--- src/rtl/twofish_pkg.sv ---
// twofish_pkg: shared constants and types for the Twofish key schedule.
// Holds the RS matrix, the GF(2^8) reduction polynomial and the s_key_gen FSM states.
package twofish_pkg;

  // Reduction polynomial x^8 + x^6 + x^3 + x^2 + 1; the x^8 term is implicit.
  localparam logic [7:0] GF_POLY = 8'h4D;

  typedef enum logic [1:0] {IDLE, RUN, DONE} state_t;

  // Reed-Solomon matrix, RS[row][col]; row 0 / column 0 is the leftmost byte.
  localparam logic [0:3][0:7][7:0] RS = {
    64'h01A4_5587_5A58_DB9E,
    64'hA456_82F3_1EC6_68E5,
    64'h02A1_FCC1_47AE_3D19,
    64'hA455_875A_58DB_9E03
  };

  // Multiply a field element by x, reducing modulo GF_POLY.
  function automatic logic [7:0] gf_xtime(input logic [7:0] a);
    return {a[6:0], 1'b0} ^ (a[7] ? GF_POLY : 8'h00);
  endfunction

endpackage

--- src/rtl/gf256_mul.sv ---
// gf256_mul: combinational GF(2^8) multiplier, reduction polynomial 0x14D.
// Shift-and-add over the bits of b_i; the shifted operand is reduced each step.
module gf256_mul
  import twofish_pkg::*;
(
  input  logic [7:0] a_i,
  input  logic [7:0] b_i,
  output logic [7:0] p_o
);

  logic [7:0] sh;

  // Accumulate a_i * x^i for every set bit i of b_i.
  always_comb begin
    p_o = '0;
    sh  = a_i;
    for (int i = 0; i < 8; i++) begin
      if (b_i[i]) p_o = p_o ^ sh;
      sh = gf_xtime(sh);
    end
  end

endmodule

--- src/rtl/s_key_gen.sv ---
// s_key_gen: iterative Twofish S-box key word generator (RS matrix, COLS bytes/cycle).
// Optional TWOFISH_SKEY_MASK_EN: hide s0/s1 (drive zero) while s_valid is low.
module s_key_gen
  import twofish_pkg::*;
#(
  parameter int COLS = 1
) (
  input  logic         clk,
  input  logic         rst,
  input  logic         key_valid,
  output logic         key_ready,
  input  logic [127:0] key,
  output logic         s_valid,
  output logic [31:0]  s0,
  output logic [31:0]  s1
);

  localparam int STEPS = 16 / COLS;
  localparam int CW    = $clog2(STEPS);

  state_t         state_q, state_d;
  logic [127:0]   key_q, key_d;
  logic [31:0]    acc0_q, acc0_d;
  logic [31:0]    acc1_q, acc1_d;
  logic [CW-1:0]  cnt_q, cnt_d;

  logic [3:0]                 base;
  logic [COLS-1:0][7:0]       mb;
  logic [COLS-1:0][3:0][7:0]  coef;
  logic [COLS-1:0][3:0][7:0]  prod;
  logic [31:0]                fold;

  assign base = 4'(int'(cnt_q) * COLS);

  // Pick this step's key bytes and the RS column coefficients they meet.
  always_comb begin : sel
    logic [3:0] idx;
    idx  = '0;
    mb   = '0;
    coef = '0;
    for (int k = 0; k < COLS; k++) begin
      idx   = base + 4'(k);
      mb[k] = key_q[{idx, 3'b000} +: 8];
      for (int j = 0; j < 4; j++) begin
        coef[k][j] = RS[j][idx[2:0]];
      end
    end
  end

  for (genvar gk = 0; gk < COLS; gk++) begin : g_col
    for (genvar gj = 0; gj < 4; gj++) begin : g_row
      gf256_mul u_mul (
        .a_i (coef[gk][gj]),
        .b_i (mb[gk]),
        .p_o (prod[gk][gj])
      );
    end
  end

  // XOR all column products of this step into one 32-bit partial word.
  always_comb begin
    fold = '0;
    for (int k = 0; k < COLS; k++) begin
      for (int j = 0; j < 4; j++) begin
        fold[8*j +: 8] = fold[8*j +: 8] ^ prod[k][j];
      end
    end
  end

  // Next-state, accumulator and handshake logic.
  always_comb begin
    state_d   = state_q;
    key_d     = key_q;
    acc0_d    = acc0_q;
    acc1_d    = acc1_q;
    cnt_d     = cnt_q;
    key_ready = 1'b0;
    s_valid   = 1'b0;
    unique case (state_q)
      IDLE, DONE: begin
        key_ready = 1'b1;
        s_valid   = (state_q == DONE);
        if (key_valid) begin
          key_d   = key;
          acc0_d  = '0;
          acc1_d  = '0;
          cnt_d   = '0;
          state_d = RUN;
        end
      end
      RUN: begin
        cnt_d = cnt_q + 1'b1;
        if (base[3]) acc1_d = acc1_q ^ fold;
        else         acc0_d = acc0_q ^ fold;
        if (cnt_q == CW'(STEPS - 1)) state_d = DONE;
      end
      default: state_d = IDLE;
    endcase
  end

  // State, key and accumulator registers.
  always_ff @(posedge clk or posedge rst) begin
    if (rst) begin
      state_q <= IDLE;
      key_q   <= '0;
      acc0_q  <= '0;
      acc1_q  <= '0;
      cnt_q   <= '0;
    end else begin
      state_q <= state_d;
      key_q   <= key_d;
      acc0_q  <= acc0_d;
      acc1_q  <= acc1_d;
      cnt_q   <= cnt_d;
    end
  end

`ifdef TWOFISH_SKEY_MASK_EN
  assign s0 = s_valid ? acc0_q : 32'h0;
  assign s1 = s_valid ? acc1_q : 32'h0;
`else
  assign s0 = acc0_q;
  assign s1 = acc1_q;
`endif

endmodule

--- config.mk ---
export PLATFORM = sky130hd
export DESIGN_NAME = s_key_gen
export DESIGN_NICKNAME = d
export VERILOG_FILES = /design/src/rtl/twofish_pkg.sv /design/src/rtl/gf256_mul.sv /design/src/rtl/s_key_gen.sv
export SDC_FILE = /design/constraint.sdc
export NUM_CORES = 1
export LEC_CHECK = 0
export CORE_UTILIZATION = 62
export CTS_CLUSTER_SIZE = 28
export DETAILED_ROUTE_END_ITERATION = 10
export PLACE_DENSITY_LB_ADDON = 0.1
export SLEW_MARGIN = 20
export SYNTH_ARGS = -nofsm -noshare
export SYNTH_HDL_FRONTEND = slang
export SYNTH_SLANG_ARGS = --single-unit
--- constraint.sdc ---
create_clock -name clk -period 15.3 [get_ports clk]
set_input_delay 3.06 -clock clk [delete_from_list [all_inputs] [get_ports clk]]
set_output_delay 3.06 -clock clk [all_outputs]
set_load 0.02 [all_outputs]
Word level (Yosys, flattened, before mapping)
Memories as Yosys holds them, arrays and structs flattened. Index checks and enable logic that the tools add are counted.

Add/subtract/negate cells: 1. Shift operators: 1. Mux-type cells: 80. Reductions and logical operators: 8. Equality and inequality tests: 7. Magnitude comparators: 1. Bitwise gates (word level): 59.

Operator list (number): bitwise XOR 8 bit (56); 2-to-1 mux 8 bit (40); 2-to-1 mux 7 bit (28); case mux 32 bit (2 select lines) (2); variable part select 128 x 8 -> 8 bit (1); 2-to-1 mux 32 bit (3); bitwise XOR 32 bit (2); != test 2 bit (second input constant) (4); case mux 4 bit (2 select lines) (1); AND reduction 2 bit (3); AND reduction 3 bit (2); adder 4 x 1 -> 4 bit (second input constant) (1); == test 4 bit (second input constant) (1); greater-or-equal comparator 4 bit (second input constant) (1); 2-to-1 mux 2 bit (2); 2-to-1 mux 4 bit (1); inverter 3 -> 4 bit (1); case mux 2 bit (2 select lines) (1); == test 2 x 1 -> 1 bit (second input constant) (1); == test 2 bit (second input constant) (1); logical NOT 2 bit (1); 2-to-1 mux 1 bit (2); nonzero test 2 bit (1); OR reduction 2 bit (1).

Bits of input ports: 131. Bits in registers: 198. Word-level logic and storage cells: 166. Memories kept: 4. Bits in read-only memories: 256.

Memories: (no name shown) (depth 8, width 8, read ports 1, clocked after memory_dff 0, write ports 0, line s_key_gen.sv:45) `coef[k][j] = RS[j][idx[2:0]];`; (no name shown) (depth 8, width 8, read ports 1, clocked after memory_dff 0, write ports 0, line s_key_gen.sv:45); (no name shown) (depth 8, width 8, read ports 1, clocked after memory_dff 0, write ports 0, line s_key_gen.sv:45); (no name shown) (depth 8, width 8, read ports 1, clocked after memory_dff 0, write ports 0, line s_key_gen.sv:45).

Longest topological paths before layout
Word-level depth: 23. Depth in mapped cells: 18. Mapped depth without buffers: 12.

Cells and area by module
A second synthesis with hierarchy kept.

Cells, all modules: 1450. Area total of the unflattened synthesis: 14530.2 um^2.

Modules (own cells, without submodules): s_key_gen (area each 9430.3 um^2, cells an instance 722, sequential area each 4954.8 um^2, instances 1); gf256_mul (area each 1275.0 um^2, cells an instance 182, sequential area each 0.0 um^2, instances 4).

Worst setup path after synthesis
No wires, ideal clock.

Kind: in2reg. From: in key_valid. To: reg acc0_q[22], in the netlist s0[22]. Cell stages on the path: 6. Library setup time: 132 ps. Arrival: 4130 ps. Path slack: 11038 ps. Cells stage by stage: inv_1 nor2_1 clkbuf_1 clkbuf_1 clkbuf_1 nor2_1.

Word-level cells in the longest chain between the ends: 2.

Ends and longest elaborated chain: start, declared (line s_key_gen.sv:10) `input logic key_valid,`; != test 2 bit (no line); AND reduction 3 bit (no line); end signal, assigned (line s_key_gen.sv:106) `acc0_q <= '0;`; end signal, assigned (line s_key_gen.sv:112) `acc0_q <= acc0_d;`; end, declared (line s_key_gen.sv:23) `logic [31:0] acc0_q, acc0_d;`.

Every way passes these cells. A chain may end at the register's enable or synchronous reset.

Worst setup path after layout
From: reg cnt_q[0]. To: reg acc1_q[6], in the netlist s1[6].

Word-level cells in the longest chain between the ends: 23.

Ends and longest elaborated chain: start, declared (line s_key_gen.sv:25) `logic [CW-1:0] cnt_q, cnt_d;`; start signal, assigned (line s_key_gen.sv:114) `cnt_q <= cnt_d;`; parallel branches: the longest is 19 deep, another holds variable part select 128 x 8 -> 8 bit; 2-to-1 mux 8 bit (*) (line gf256_mul.sv:18) `if (b_i[i]) p_o = p_o ^ sh;`; bitwise XOR 32 bit (*) (line s_key_gen.sv:93) `if (base[3]) acc1_d = acc1_q ^ fold;`; 2-to-1 mux 32 bit (*) (line s_key_gen.sv:93); case mux 32 bit (2 select lines) (*) (line s_key_gen.sv:79) `unique case (state_q)`; end signal, assigned (line s_key_gen.sv:107) `acc1_q <= '0;`; end signal, assigned (line s_key_gen.sv:113) `acc1_q <= acc1_d;`; end, declared (line s_key_gen.sv:24) `logic [31:0] acc1_q, acc1_d;`.

Mark *: on every way between the ends. The select of a mux whose other input is x is not followed.

==> impl.org <==
** Synth
- Flip-flop cell with the highest count after synthesis :: sky130_fd_sc_hd__dfrtp_1
- Number of distinct library cell variants in the gate-level netlist after synthesis :: 77
- Averaged over all synthesized cells, the footprint is 7.871 um2.
- For this run, asynchronously set or reset flops after synthesis account for 100.0%.
- Post-synthesis instance area :: 15280 um2
- Counting every net in the synthesized netlist gives 2080.
- Synthesis inferred 198 register bits.
- For this run, the register share of the synthesized area comes to 32.43%.
- Yosys mapped a number of flops with a built-in enable equal to 0.
- Number of instances in the synthesized netlist :: 1941
- Yosys printed 0 warnings.

** Setup path
- STA puts the critical path data required time at 15670 ps.
- Worst Setup Path Type :: flip-flop to flip-flop
- Data arrival time at the worst-slack endpoint :: 6240 ps
- Crit path capture type :: flip-flop
- Startpoint Class :: flip-flop
- Maximum fanout along the worst path :: 54

** Detailed routing
- Detail Route Antenna Nets :: 0
- Via/cell ratio :: 6.510
- After detailed routing, the number of remaining DRC violations is 0.
- Detailed Route WL :: 55720 um
- The routed layout has 15460 vias.
- The first TritonRoute pass finished after 8 iterations.
- Average wire per standard cell :: 23.47 um
- Drt initial violations :: 1930

** Die
- For this configuration, the core starts out at a cell density of 63.01%.
- In this run the horizontal extent of the chip is 159.0 um.
- Pin placement for this block handled 197 I/O pins.
- After floorplanning, the core was divided into 57 placement rows.
- The floorplan step set the die height to 159.0 um.
- Std-Cell Core Area :: 24250 um2
- Die area :: 25270 um2

** Timing
- Setup total negative slack on the finished layout was measured at 0 ps.
- Between clock sinks in the finished design, the worst skew comes to 28.07 ps.
- Period Utilization, post-route :: 38.36%
- The final number of hold-violating endpoints was 0.
- Final worst path period need :: 5869 ps
- Setup violations remaining at the end of the flow were counted as 0.
- Worst relative slew slack :: 14.14%
- Based on the critical path, the design can be clocked at up to 0.1704 GHz.
- The final max-slew violation count came to 0.
- At the pin with the least slew margin, the transition time is 1283 ps.
- Unrepaired setup endpoints after global routing :: no

** Clocking
- Post-cts sizing count :: 0
- TritonCTS built the clock tree.
- Hold Buf Count CTS :: 0
- Clock-pin slew was measured on the worst setup and hold paths at 90 ps.
- The tree is rooted in a sky130_fd_sc_hd__clkbuf_16.
- Number of buffers added by the clock tree synthesis step :: 17
- Number of H-tree levels :: 4
- Clock latency on the worst-skew pair, taken at its later pin, is 460 ps.
- Number of clock sinks seen by CTS :: 198
- Post-CTS setup-driven buffer insertion count :: 0
- Buffers from clock root to sink, at most :: 2

** Run
- Count of max-cap constraint violations :: 0

** Layout
- The number of antenna diodes in the final layout is 0.
- Compared with the post-synthesis result, the final layout area differs by 16.85%.
- The post-route netlist has 6.829% of its cells at a drive strength greater than 1.
- NumNets Final :: 2176
- Number of non-filler instances in the completed layout :: 2374
- Seq. cell area :: 4964 um2
- Summing all multi-input logic gate instances after layout gives 9584 um2.
- Number of fill cells in the layout :: 1858

** Global routing
- For met2 alone, demand over resource in global routing was 66.57%.
- Vias in the first global route :: 14840
- Maximum number of pins on one net before global-route repair :: 118
- After global routing the overflow that remains totals 0.
- Antenna violations before repair :: 1
- GR Util All Layers :: 44.07%
- Met3 track demand over resource in global routing :: 13.41%
- Global-route wire length before repair :: 85120 um
- Met1 capacity usage during global routing :: 55.39%
- After global routing, the most crowded layer is met2.

** Status
- The run finished with clean final reports.

** Hold path
- Worst min path class :: flip-flop to flip-flop

** Place
- Once detailed placement completed, the half-perimeter wirelength came to 37060 um.
- Routability-driven placement finished with a final weighted congestion of 1.064.
- Buffers placed on the I/O ports in this run total 196.
- Number of cells in the design after placement :: 2342
-- flip-flops by register name, summed over array words and instances, names as in the netlist --
register,cells
cnt_q,4
s1,32
s0,32
key_q,128
state_q,2
-- layer usage --
metal	share of wire (%)	up-vias
li1	-	6853
met4	6.8	2
met5	0.020	-
met1	36	7257
met3	13	235
met2	44	1108
-- cell usage in the layout (no fill, tap or decap), types with 5 or more instances in the layout --
| cell | instances |
|---|---|
| sky130_fd_sc_hd__and3_1 | 9 |
| sky130_fd_sc_hd__or2_2 | 7 |
| sky130_fd_sc_hd__xor2_1 | 56 |
| sky130_fd_sc_hd__xnor3_1 | 19 |
| sky130_fd_sc_hd__ha_1 | 8 |
| sky130_fd_sc_hd__buf_4 | 32 |
| sky130_fd_sc_hd__o221ai_1 | 5 |
| sky130_fd_sc_hd__nand4_1 | 6 |
| sky130_fd_sc_hd__o21ai_0 | 115 |
| sky130_fd_sc_hd__o31ai_1 | 6 |
| sky130_fd_sc_hd__nor2b_1 | 11 |
| sky130_fd_sc_hd__o211ai_1 | 13 |
| sky130_fd_sc_hd__nand2_1 | 506 |
| sky130_fd_sc_hd__o22ai_1 | 23 |
| sky130_fd_sc_hd__o32ai_1 | 6 |
| sky130_fd_sc_hd__nor2_1 | 142 |
| sky130_fd_sc_hd__a21oi_1 | 140 |
| sky130_fd_sc_hd__and2_1 | 9 |
| sky130_fd_sc_hd__a211oi_1 | 18 |
| sky130_fd_sc_hd__mux2_2 | 17 |
| sky130_fd_sc_hd__clkdlybuf4s50_1 | 196 |
| sky130_fd_sc_hd__a21o_1 | 6 |
| sky130_fd_sc_hd__nor3_1 | 20 |
| sky130_fd_sc_hd__xnor2_1 | 140 |
| sky130_fd_sc_hd__inv_1 | 12 |
| sky130_fd_sc_hd__mux4_2 | 15 |
| sky130_fd_sc_hd__a31oi_1 | 14 |
| sky130_fd_sc_hd__or3_1 | 54 |
| sky130_fd_sc_hd__nand3_1 | 30 |
| sky130_fd_sc_hd__nand2b_1 | 16 |
| sky130_fd_sc_hd__a22oi_1 | 21 |
| sky130_fd_sc_hd__a221oi_1 | 9 |
| sky130_fd_sc_hd__clkbuf_16 | 17 |
| sky130_fd_sc_hd__inv_8 | 5 |
| sky130_fd_sc_hd__a31o_2 | 7 |
| sky130_fd_sc_hd__nor4_1 | 6 |
| sky130_fd_sc_hd__mux2i_1 | 48 |
| sky130_fd_sc_hd__dfrtp_1 | 195 |
-- cell families (layout without fill, tap and decap cells) --
| group | count (synthesis) | after routing | synth area share [%] |
|---|---|---|---|
| AO/OA/AOI/OAI | 438 | 438 | 17.92 |
| XOR/XNOR | 215 | 215 | 14.04 |
| adder cells (fa/ha/maj) | 8 | 8 | 0.6552 |
| buffers and inverters | 168 | 277 | 5.028 |
| flip-flops | 198 | 198 | 32.43 |
| multiplexers | 82 | 82 | 6.773 |
| AND/OR/NAND/NOR | 832 | 832 | 23.16 |
-- worst max-delay path, cell delays in order (launching register included) --
cell                       delay, ps
sky130_fd_sc_hd__dfrtp_2         750
sky130_fd_sc_hd__buf_4           660
sky130_fd_sc_hd__nor2b_1         910
sky130_fd_sc_hd__a22oi_1         240
sky130_fd_sc_hd__nand3_1         610
sky130_fd_sc_hd__nand2_1         690
sky130_fd_sc_hd__and4_1          430
sky130_fd_sc_hd__a221oi_2        190
sky130_fd_sc_hd__xor2_1          190
sky130_fd_sc_hd__xnor3_1         540
sky130_fd_sc_hd__or3_1           370
sky130_fd_sc_hd__a21oi_1         160
-- Yosys cell counts, types with 15 or more instances --
cell type | n | area share [%]
sky130_fd_sc_hd__xnor2_1 | 140 | 8.0
sky130_fd_sc_hd__or3_1 | 54 | 2.2
sky130_fd_sc_hd__nand2_1 | 507 | 12
sky130_fd_sc_hd__a22oi_1 | 21 | 1.0
sky130_fd_sc_hd__mux2i_1 | 48 | 3.1
sky130_fd_sc_hd__a21oi_1 | 142 | 4.7
sky130_fd_sc_hd__mux2_2 | 17 | 1.3
sky130_fd_sc_hd__o21ai_0 | 115 | 3.8
sky130_fd_sc_hd__o22ai_1 | 23 | 0.94
sky130_fd_sc_hd__nand3_1 | 30 | 0.98
sky130_fd_sc_hd__xnor3_1 | 19 | 2.8
sky130_fd_sc_hd__nor2_1 | 143 | 3.5
sky130_fd_sc_hd__a211oi_1 | 18 | 0.88
sky130_fd_sc_hd__xor2_1 | 56 | 3.2
sky130_fd_sc_hd__buf_2 | 44 | 1.4
sky130_fd_sc_hd__dfrtp_1 | 198 | 32
sky130_fd_sc_hd__mux4_2 | 15 | 2.2
sky130_fd_sc_hd__nand2b_1 | 16 | 0.66
sky130_fd_sc_hd__clkbuf_1 | 81 | 2.0
sky130_fd_sc_hd__nor3_1 | 20 | 0.66
-- area by class of cell --
type,instances,area share (%)
Multi-Input combinational cell,1575,53.68
Sequential cell,198,27.80
Timing Repair Buffer,229,12.40
Clock buffer,17,2.383
Tap cell,324,2.271
Clock inverter,15,1.086
Inverter,16,0.3784
-- stage by stage --
step	setup WS (ps)	hold slack [ps]	cell area [um2]	util, %
2_1_floorplan	6843	437.9	15280	-
6_report	9431	477.0	17850	73.63
3_5_place_dp	9101	456.6	17230	71.06
5_1_grt	9194	501.0	17850	73.63
4_1_cts	9526	478.3	17850	73.61
3_3_place_gp	9149	452.2	17230	71.06
-- worst paths after layout --
path	start	to	slack, ps	cells past startpoint
hold reg to reg	key_q[53]$_DFFE_PP0P_	key_q[53]$_DFFE_PP0P_	480	2
hold / removal	key_q[53]$_DFFE_PP0P_	key_q[53]$_DFFE_PP0P_	480	2
min in group asynchronous	rst	s0[1]$_DFFE_PP0P_	3190	2
setup reg to reg	cnt_q[0]$_DFFE_PP0P_	s1[6]$_DFFE_PP0P_	9430	11
max in group asynchronous	rst	cnt_q[2]$_DFFE_PP0P_	10780	3
setup / recovery	cnt_q[0]$_DFFE_PP0P_	s1[6]$_DFFE_PP0P_	9430	11
Power is not shown: default switching activity piles up to over one toggle a cycle in this logic, so the estimate is an artifact.
